<file path="src/rtl/seg_scan_pkg.sv">
// Shared types and frame layout for the 7-seg/keypad scan sequencer.
// The frame is {col[1:0], digit[1:0], bcd[3:0]}, shifted MSB first.
package seg_scan_pkg;

    typedef enum logic [2:0] {
        IDLE  = 3'd0,
        LOAD  = 3'd1,
        SHIFT = 3'd2,
        LATCH = 3'd3,
        DWELL = 3'd4
    } state_t;

    localparam int FRAME_W    = 8;
    localparam int COL_LSB    = 6;
    localparam int DIG_LSB    = 4;
    localparam int BCD_LSB    = 0;
    localparam int NUM_DIGITS = 4;

    // The keypad column scanned alongside a digit is that digit's own index.
    function automatic logic [FRAME_W-1:0] build_frame(input logic [1:0] idx, input logic [3:0] bcd);
        logic [FRAME_W-1:0] f;
        f = '0;
        f[COL_LSB +: 2] = idx;
        f[DIG_LSB +: 2] = idx;
        f[BCD_LSB +: 4] = bcd;
        return f;
    endfunction

endpackage

</file>
<file path="src/rtl/key_debounce.sv">
// Per-column keypad debouncer: a column's state flips only after DEB_PASSES
// consecutive samples disagree with it; one column is sampled per strobe.
module key_debounce
    import seg_scan_pkg::*;
#(
    parameter int DEB_PASSES = 2
) (
    input  logic       clk,
    input  logic       rst,
    input  logic       sample,
    input  logic [1:0] col,
    input  logic       raw,
    output logic [3:0] key_state,
    output logic       key_event
);

    localparam logic [2:0] DEB_LIM = 3'(DEB_PASSES);

    logic [2:0] cnt_q [NUM_DIGITS];
    logic [2:0] cnt_d [NUM_DIGITS];
    logic [3:0] key_state_q, key_state_d;
    logic       key_event_q, key_event_d;

    always_comb begin
        cnt_d       = cnt_q;
        key_state_d = key_state_q;
        key_event_d = 1'b0;
        if (sample) begin
            if (raw == key_state_q[col]) begin
                cnt_d[col] = '0;
            end else if (cnt_q[col] + 3'd1 == DEB_LIM) begin
                key_state_d[col] = ~key_state_q[col];
                cnt_d[col]       = '0;
                key_event_d      = 1'b1;
            end else begin
                cnt_d[col] = cnt_q[col] + 3'd1;
            end
        end
    end

    generate
        for (genvar gi = 0; gi < NUM_DIGITS; gi++) begin : g_cnt
            always_ff @(posedge clk or posedge rst) begin
                if (rst) cnt_q[gi] <= '0;
                else     cnt_q[gi] <= cnt_d[gi];
            end
        end
    endgenerate

    always_ff @(posedge clk or posedge rst) begin
        if (rst) begin
            key_state_q <= '0;
            key_event_q <= 1'b0;
        end else begin
            key_state_q <= key_state_d;
            key_event_q <= key_event_d;
        end
    end

    assign key_state = key_state_q;
    assign key_event = key_event_q;

endmodule

</file>
<file path="src/rtl/seg_scan_sequencer.sv">
// Serial master that round-robins the four digit frames into the external
// 7-seg/keypad decoder and samples one keypad column per frame.
module seg_scan_sequencer
    import seg_scan_pkg::*;
#(
    parameter int DWELL_CYC  = 256,
    parameter int DWELL_W    = 9,
    parameter int DEB_PASSES = 2
) (
    input  logic       clk,
    input  logic       rst,
    input  logic       run,
    input  logic       wr_en,
    input  logic [1:0] wr_addr,
    input  logic [3:0] wr_data,
    output logic       spi_mosi,
    output logic       spi_en,
    input  logic       spi_miso,
    output logic [1:0] digit_idx,
    output logic       busy,
    output logic [3:0] key_state,
    output logic       key_event
);

    localparam logic [DWELL_W-1:0] DWELL_LAST = DWELL_W'(DWELL_CYC - 1);

    state_t               state_q, state_d;
    logic [FRAME_W-1:0]   sr_q, sr_d;
    logic [2:0]           bit_q, bit_d;
    logic [DWELL_W-1:0]   dwell_q, dwell_d;
    logic [1:0]           idx_q, idx_d;
    logic                 spi_en_q, spi_en_d;
    logic [3:0]           digit_q [NUM_DIGITS];
    logic [3:0]           digit_d [NUM_DIGITS];
    logic                 sample;

    generate
        for (genvar gi = 0; gi < NUM_DIGITS; gi++) begin : g_digit
            assign digit_d[gi] = (wr_en && wr_addr == 2'(gi)) ? wr_data : digit_q[gi];
            always_ff @(posedge clk or posedge rst) begin
                if (rst) digit_q[gi] <= '0;
                else     digit_q[gi] <= digit_d[gi];
            end
        end
    endgenerate

    // The shift register drives MOSI straight from its MSB; after eight shifts it
    // has emptied itself, so MOSI is already 0 in LATCH and DWELL.
    always_comb begin
        state_d  = state_q;
        sr_d     = sr_q;
        bit_d    = bit_q;
        dwell_d  = dwell_q;
        idx_d    = idx_q;
        spi_en_d = 1'b0;
        sample   = 1'b0;
        case (state_q)
            IDLE: begin
                if (run) state_d = LOAD;
            end
            LOAD: begin
                sr_d     = build_frame(idx_q, digit_q[idx_q]);
                bit_d    = '0;
                spi_en_d = 1'b1;
                state_d  = SHIFT;
            end
            SHIFT: begin
                sr_d  = sr_q << 1;
                bit_d = bit_q + 3'd1;
                if (bit_q == 3'd7) state_d = LATCH;
                else               spi_en_d = 1'b1;
            end
            LATCH: begin
                dwell_d = '0;
                state_d = DWELL;
            end
            DWELL: begin
                dwell_d = dwell_q + DWELL_W'(1);
                if (dwell_q == DWELL_LAST) begin
                    sample  = 1'b1;
                    idx_d   = idx_q + 2'd1;
                    state_d = run ? LOAD : IDLE;
                end
            end
            default: state_d = IDLE;
        endcase
    end

    always_ff @(posedge clk or posedge rst) begin
        if (rst) begin
            state_q  <= IDLE;
            sr_q     <= '0;
            bit_q    <= '0;
            dwell_q  <= '0;
            idx_q    <= '0;
            spi_en_q <= 1'b0;
        end else begin
            state_q  <= state_d;
            sr_q     <= sr_d;
            bit_q    <= bit_d;
            dwell_q  <= dwell_d;
            idx_q    <= idx_d;
            spi_en_q <= spi_en_d;
        end
    end

    key_debounce #(
        .DEB_PASSES(DEB_PASSES)
    ) u_debounce (
        .clk       (clk),
        .rst       (rst),
        .sample    (sample),
        .col       (idx_q),
        .raw       (~spi_miso),
        .key_state (key_state),
        .key_event (key_event)
    );

    assign spi_mosi  = sr_q[FRAME_W-1];
    assign spi_en    = spi_en_q;
    assign digit_idx = idx_q;
    assign busy      = (state_q != IDLE);

endmodule

</file>
<file path="config.mk">
export PLATFORM = sky130hd
export DESIGN_NAME = seg_scan_sequencer
export DESIGN_NICKNAME = d
export VERILOG_FILES = /design/src/rtl/seg_scan_pkg.sv /design/src/rtl/key_debounce.sv /design/src/rtl/seg_scan_sequencer.sv
export SDC_FILE = /design/constraint.sdc
export NUM_CORES = 1
export LEC_CHECK = 0
export CORE_AREA = 2 2 147 91
export CTS_BUF_LIST = sky130_fd_sc_hd__clkbuf_8
export DETAILED_ROUTE_END_ITERATION = 16
export DIE_AREA = 0 0 149 93
export GPL_ROUTABILITY_DRIVEN = 0
export PLACE_DENSITY = 0.45
export SETUP_SLACK_MARGIN = 0.4
export SLEW_MARGIN = 10
export SYNTH_ARGS = -nofsm -noshare
export SYNTH_HDL_FRONTEND = slang
export SYNTH_SLANG_ARGS = --single-unit
</file>
<file path="constraint.sdc">
create_clock -name clk -period 3.1 [get_ports clk]
set_clock_uncertainty 0.05 [all_clocks]
set_input_delay 0.31 -clock clk [delete_from_list [all_inputs] [get_ports clk]]
set_output_delay 0.31 -clock clk [all_outputs]
set_load 0.05 [all_outputs]
</file>
==> run_results.csv <==
group,metric,value,unit
clock_network,holdBufCountCts,0,
final_layout,area_delta_synth_final,20.9,%
global_route,grt_max_degree,28,
final_layout,drive_above_1_share,19.6,%
global_route,grt_antenna_before_repair,0,
power,peakVddDrop,0.000195,V
timing,period_minus_slack,2.54,ns
final_layout,n_antenna_cell,0,
power,swShare,22.7,%
logic_synthesis,synth_edf_count,0,
clock_network,cts-resized-gates,0,
job,max_cap_viol_count,0,
clock_network,numCtsBuffers,9,
worst_hold_path,hold_path.class,"primary input to asynchronous set/reset pin",
outcome,status,"completed",
floorplan,die_w,149,um
clock_network,cts_max_level,3,
global_route,grt.total_usage,11.7,%
final_layout,num-fill-cells,1321,
floorplan,num_rows,32,
final_layout,nets,327,
power,pwr-share-clk,44.2,%
clock_network,cts-root-buf,"clkbuf_8",
drt,vias,2300,
logic_synthesis,avgSynthCellArea,10.9,um^2
logic_synthesis,yosys_warnings,0,
logic_synthesis,netlist_area,0.00308,mm^2
logic_synthesis,syn_nets,302,
logic_synthesis,synth_cell_types,44,
placement,hpwl,5230,um
timing,setup_viol,0,
timing,final-hold-violation-count,0,
power,p_int,1.31,mW
global_route,grt_pass1_vias,2238,
clock_network,cts_tree,"built",
timing,maxSlewHeadroom,52.2,%
drt,drc_errors,0,
drt,wl,7380,um
timing,period_share,82.0,%
timing,worst_pin_slew,0.715,ns
floorplan,core-area,0.0126,mm^2
drt,viasPerCell,4.78,
logic_synthesis,syn-instance-count,281,
setup_path,worstSetupEndpointType,"flip-flop",
power,comb_power_share,6.5,%
logic_synthesis,synthArstFlopShare,100,%
setup_path,crit_arrival,2.73,ns
logic_synthesis,synth_top_area_share,48.0,%
logic_synthesis,ys_ff_latch,59,
placement,port_buffers,20,
floorplan,die_y,93,um
clock_network,path_clk_slew,0.07,ns
timing,layout_setup_ws,0.559,ns
timing,drv_slew,0,
floorplan,start_util,24.5,%
clock_network,postCtsSetupBuffers,0,
drt,drt_pass1_iterations,6,
global_route,grt_pass1_wl,12400,um
logic_synthesis,synth_area_leader_cell,"dfrtp_1",
logic_synthesis,seq_area_frac_synth,48.0,%
power,power_density,456,mW/mm^2
power,power.leakage,1.56,nW
floorplan,fp.dieArea,0.0139,mm^2
clock_network,insertion_delay,0.35,ns
drt,ant_nets,0,
setup_path,startpoint_type,"flip-flop",
timing,max_freq,0.394,GHz
drt,drtIter0Drc,117,
setup_path,path_class,"flip-flop to flip-flop",
logic_synthesis,synthTopCellsByArea,"dfrtp_1 (48%), mux2_2 (7.7%), mux4_2 (5.9%)",
power,p_sw,385,uW
placement,dpl_worst_slack,0.538,ns
setup_path,path_max_fanout,8,
floorplan,io_pins,21,
power,seq_power_share,49.3,%
clock_network,cts.sinks,59,
clock_network,clock_path_buffers,2,
timing,setup_tns,0,ns
logic_synthesis,synth_ff_type,"dfrtp_1",
setup_path,cp.required,3.29,ns
timing,hold_ws,0.299,ns
global_route,grt_overflow_total,0,
drt,post_drt_wl_per_cell,15.3,um
timing,rsz0062_at_grt,"no",
-- kinds of logic after synthesis --
family / count (synthesis) / share of synthesized area (%)
multiplexers: 32 / 14.5
adder cells (fa/ha/maj): 10 / 4.07
buffers and inverters: 25 / 3.54
AND/OR/NAND/NOR: 79 / 12.5
XOR/XNOR: 3 / 0.855
flip-flops: 59 / 48.0
AO/OA/AOI/OAI: 73 / 16.5
-- registers in the layout, summed over array words and instances (netlist names) --
register / cells
bit_q: 3
digit_idx: 2
digit_q: 16
dwell_q: 9
spi_en: 1
sr_q: 8
state_q: 3
u_debounce.cnt_q: 12
u_debounce.key_event: 1
u_debounce.key_state: 4
-- final timing paths --
kind / start / depth (start not counted) / endpoint / slack, ns
worst max-delay path: digit_idx[1]$_DFFE_PP0P_ / 6 / u_debounce.cnt_q[3]$_DFFE_PP0P_ / 0.56
worst min-delay path: rst / 2 / u_debounce.cnt_q[5]$_DFFE_PP0P_ / 0.30
worst max register to register: digit_idx[1]$_DFFE_PP0P_ / 6 / u_debounce.cnt_q[3]$_DFFE_PP0P_ / 0.56
worst min register to register: u_debounce.cnt_q[6]$_DFFE_PP0P_ / 2 / u_debounce.cnt_q[6]$_DFFE_PP0P_ / 0.43
max in group asynchronous: rst / 3 / dwell_q[2]$_DFFE_PP0P_ / 2.02
min in group clk: u_debounce.cnt_q[6]$_DFFE_PP0P_ / 2 / u_debounce.cnt_q[6]$_DFFE_PP0P_ / 0.43
-- final cells by class --
cell class | instances | area, um^2 | area share (%)
clock buffers | 12 | 165 | 4.44
clock inverters | 4 | 47.5 | 1.28
inverters | 12 | 45.0 | 1.21
multi-input cells | 197 | 1520 | 40.8
flip-flops and latches | 59 | 1480 | 39.7
well taps | 170 | 213 | 5.72
repair buffers | 27 | 253 | 6.80
-- through the flow --
step | cells | power (mW) | util, % | cell area [um^2]
2_1_floorplan | 281 | 0.915 | - | 3100
3_3_place_gp | 465 | 0.959 | 27.8 | 3500
3_5_place_dp | 465 | 0.962 | 27.8 | 3500
4_1_cts | 481 | 1.72 | 29.5 | 3710
5_1_grt | 481 | 1.79 | 29.6 | 3720
6_report | 481 | 1.69 | 29.6 | 3720
-- cell usage after synthesis, types with 2 or more instances --
master and n:
nand3_1 7, a21oi_1 16, buf_1 2, a22o_1 3, a311oi_1 3, o211ai_1 8, mux2_2 21, mux2i_1 3
buf_2 3, inv_1 11, o21ai_0 7, nor2_1 15, and2_1 2, dfrtp_1 59, nand2_1 36, a22oi_1 6
xnor2_1 2, o32ai_1 2, clkbuf_1 6, o22ai_1 8, a41o_1 4, ha_1 10, o31ai_1 8, a221oi_1 4
or3_1 4, nand3b_1 3, nor3b_1 3, mux4_2 8, nor3_1 2
-- metal layers --
layer	track usage [%]	vias to the layer above	wire length (um)
met5	0	-	0
met4	3.57	0	74
met3	4.15	10	312
met2	15.7	41	3000
met1	17.4	1141	3990
li1	-	1108	-
-- worst max-delay path, stage by stage, from the launching register on --
cell      delay, ns
dfrtp_2        0.47
mux4_2         0.62
ha_1           0.32
and3b_1        0.22
mux2i_4        0.27
nand3b_4       0.17
o31ai_2        0.31
-- placed cells by master (no fill, tap or decap), types with 2 or more instances in the layout --
cell	Yosys	routed
buf_4	1	7
clkdlybuf4s50_1	0	20
clkbuf_8	0	12
a311oi_1	3	3
nand2_1	36	36
o21ai_0	7	7
a21oi_1	16	16
nor3_1	2	2
o22ai_1	8	8
a22o_1	3	3
a221oi_1	4	4
o31ai_1	8	7
mux2i_1	3	2
clkinv_2	0	2
inv_1	11	10
a41o_1	4	4
nor2_1	15	15
dfrtp_1	59	58
mux2_2	21	21
ha_1	10	10
nand3b_1	3	3
or3_1	4	4
nand3_1	7	7
o32ai_1	2	2
and2_1	2	2
mux4_2	8	8
xnor2_1	2	2
o211ai_1	8	8
nor3b_2	0	2
a22oi_1	6	6
-- power by group through the flow --
stage	logic [mW]	registers, mW	clock network (mW)
finish	0.111	0.834	0.749
detailed placement	0.113	0.849	0
CTS	0.114	0.834	0.774
floorplan	0.0763	0.839	0
global placement	0.112	0.847	0
global route	0.122	0.840	0.825
Power figures use the tool's default switching activity.
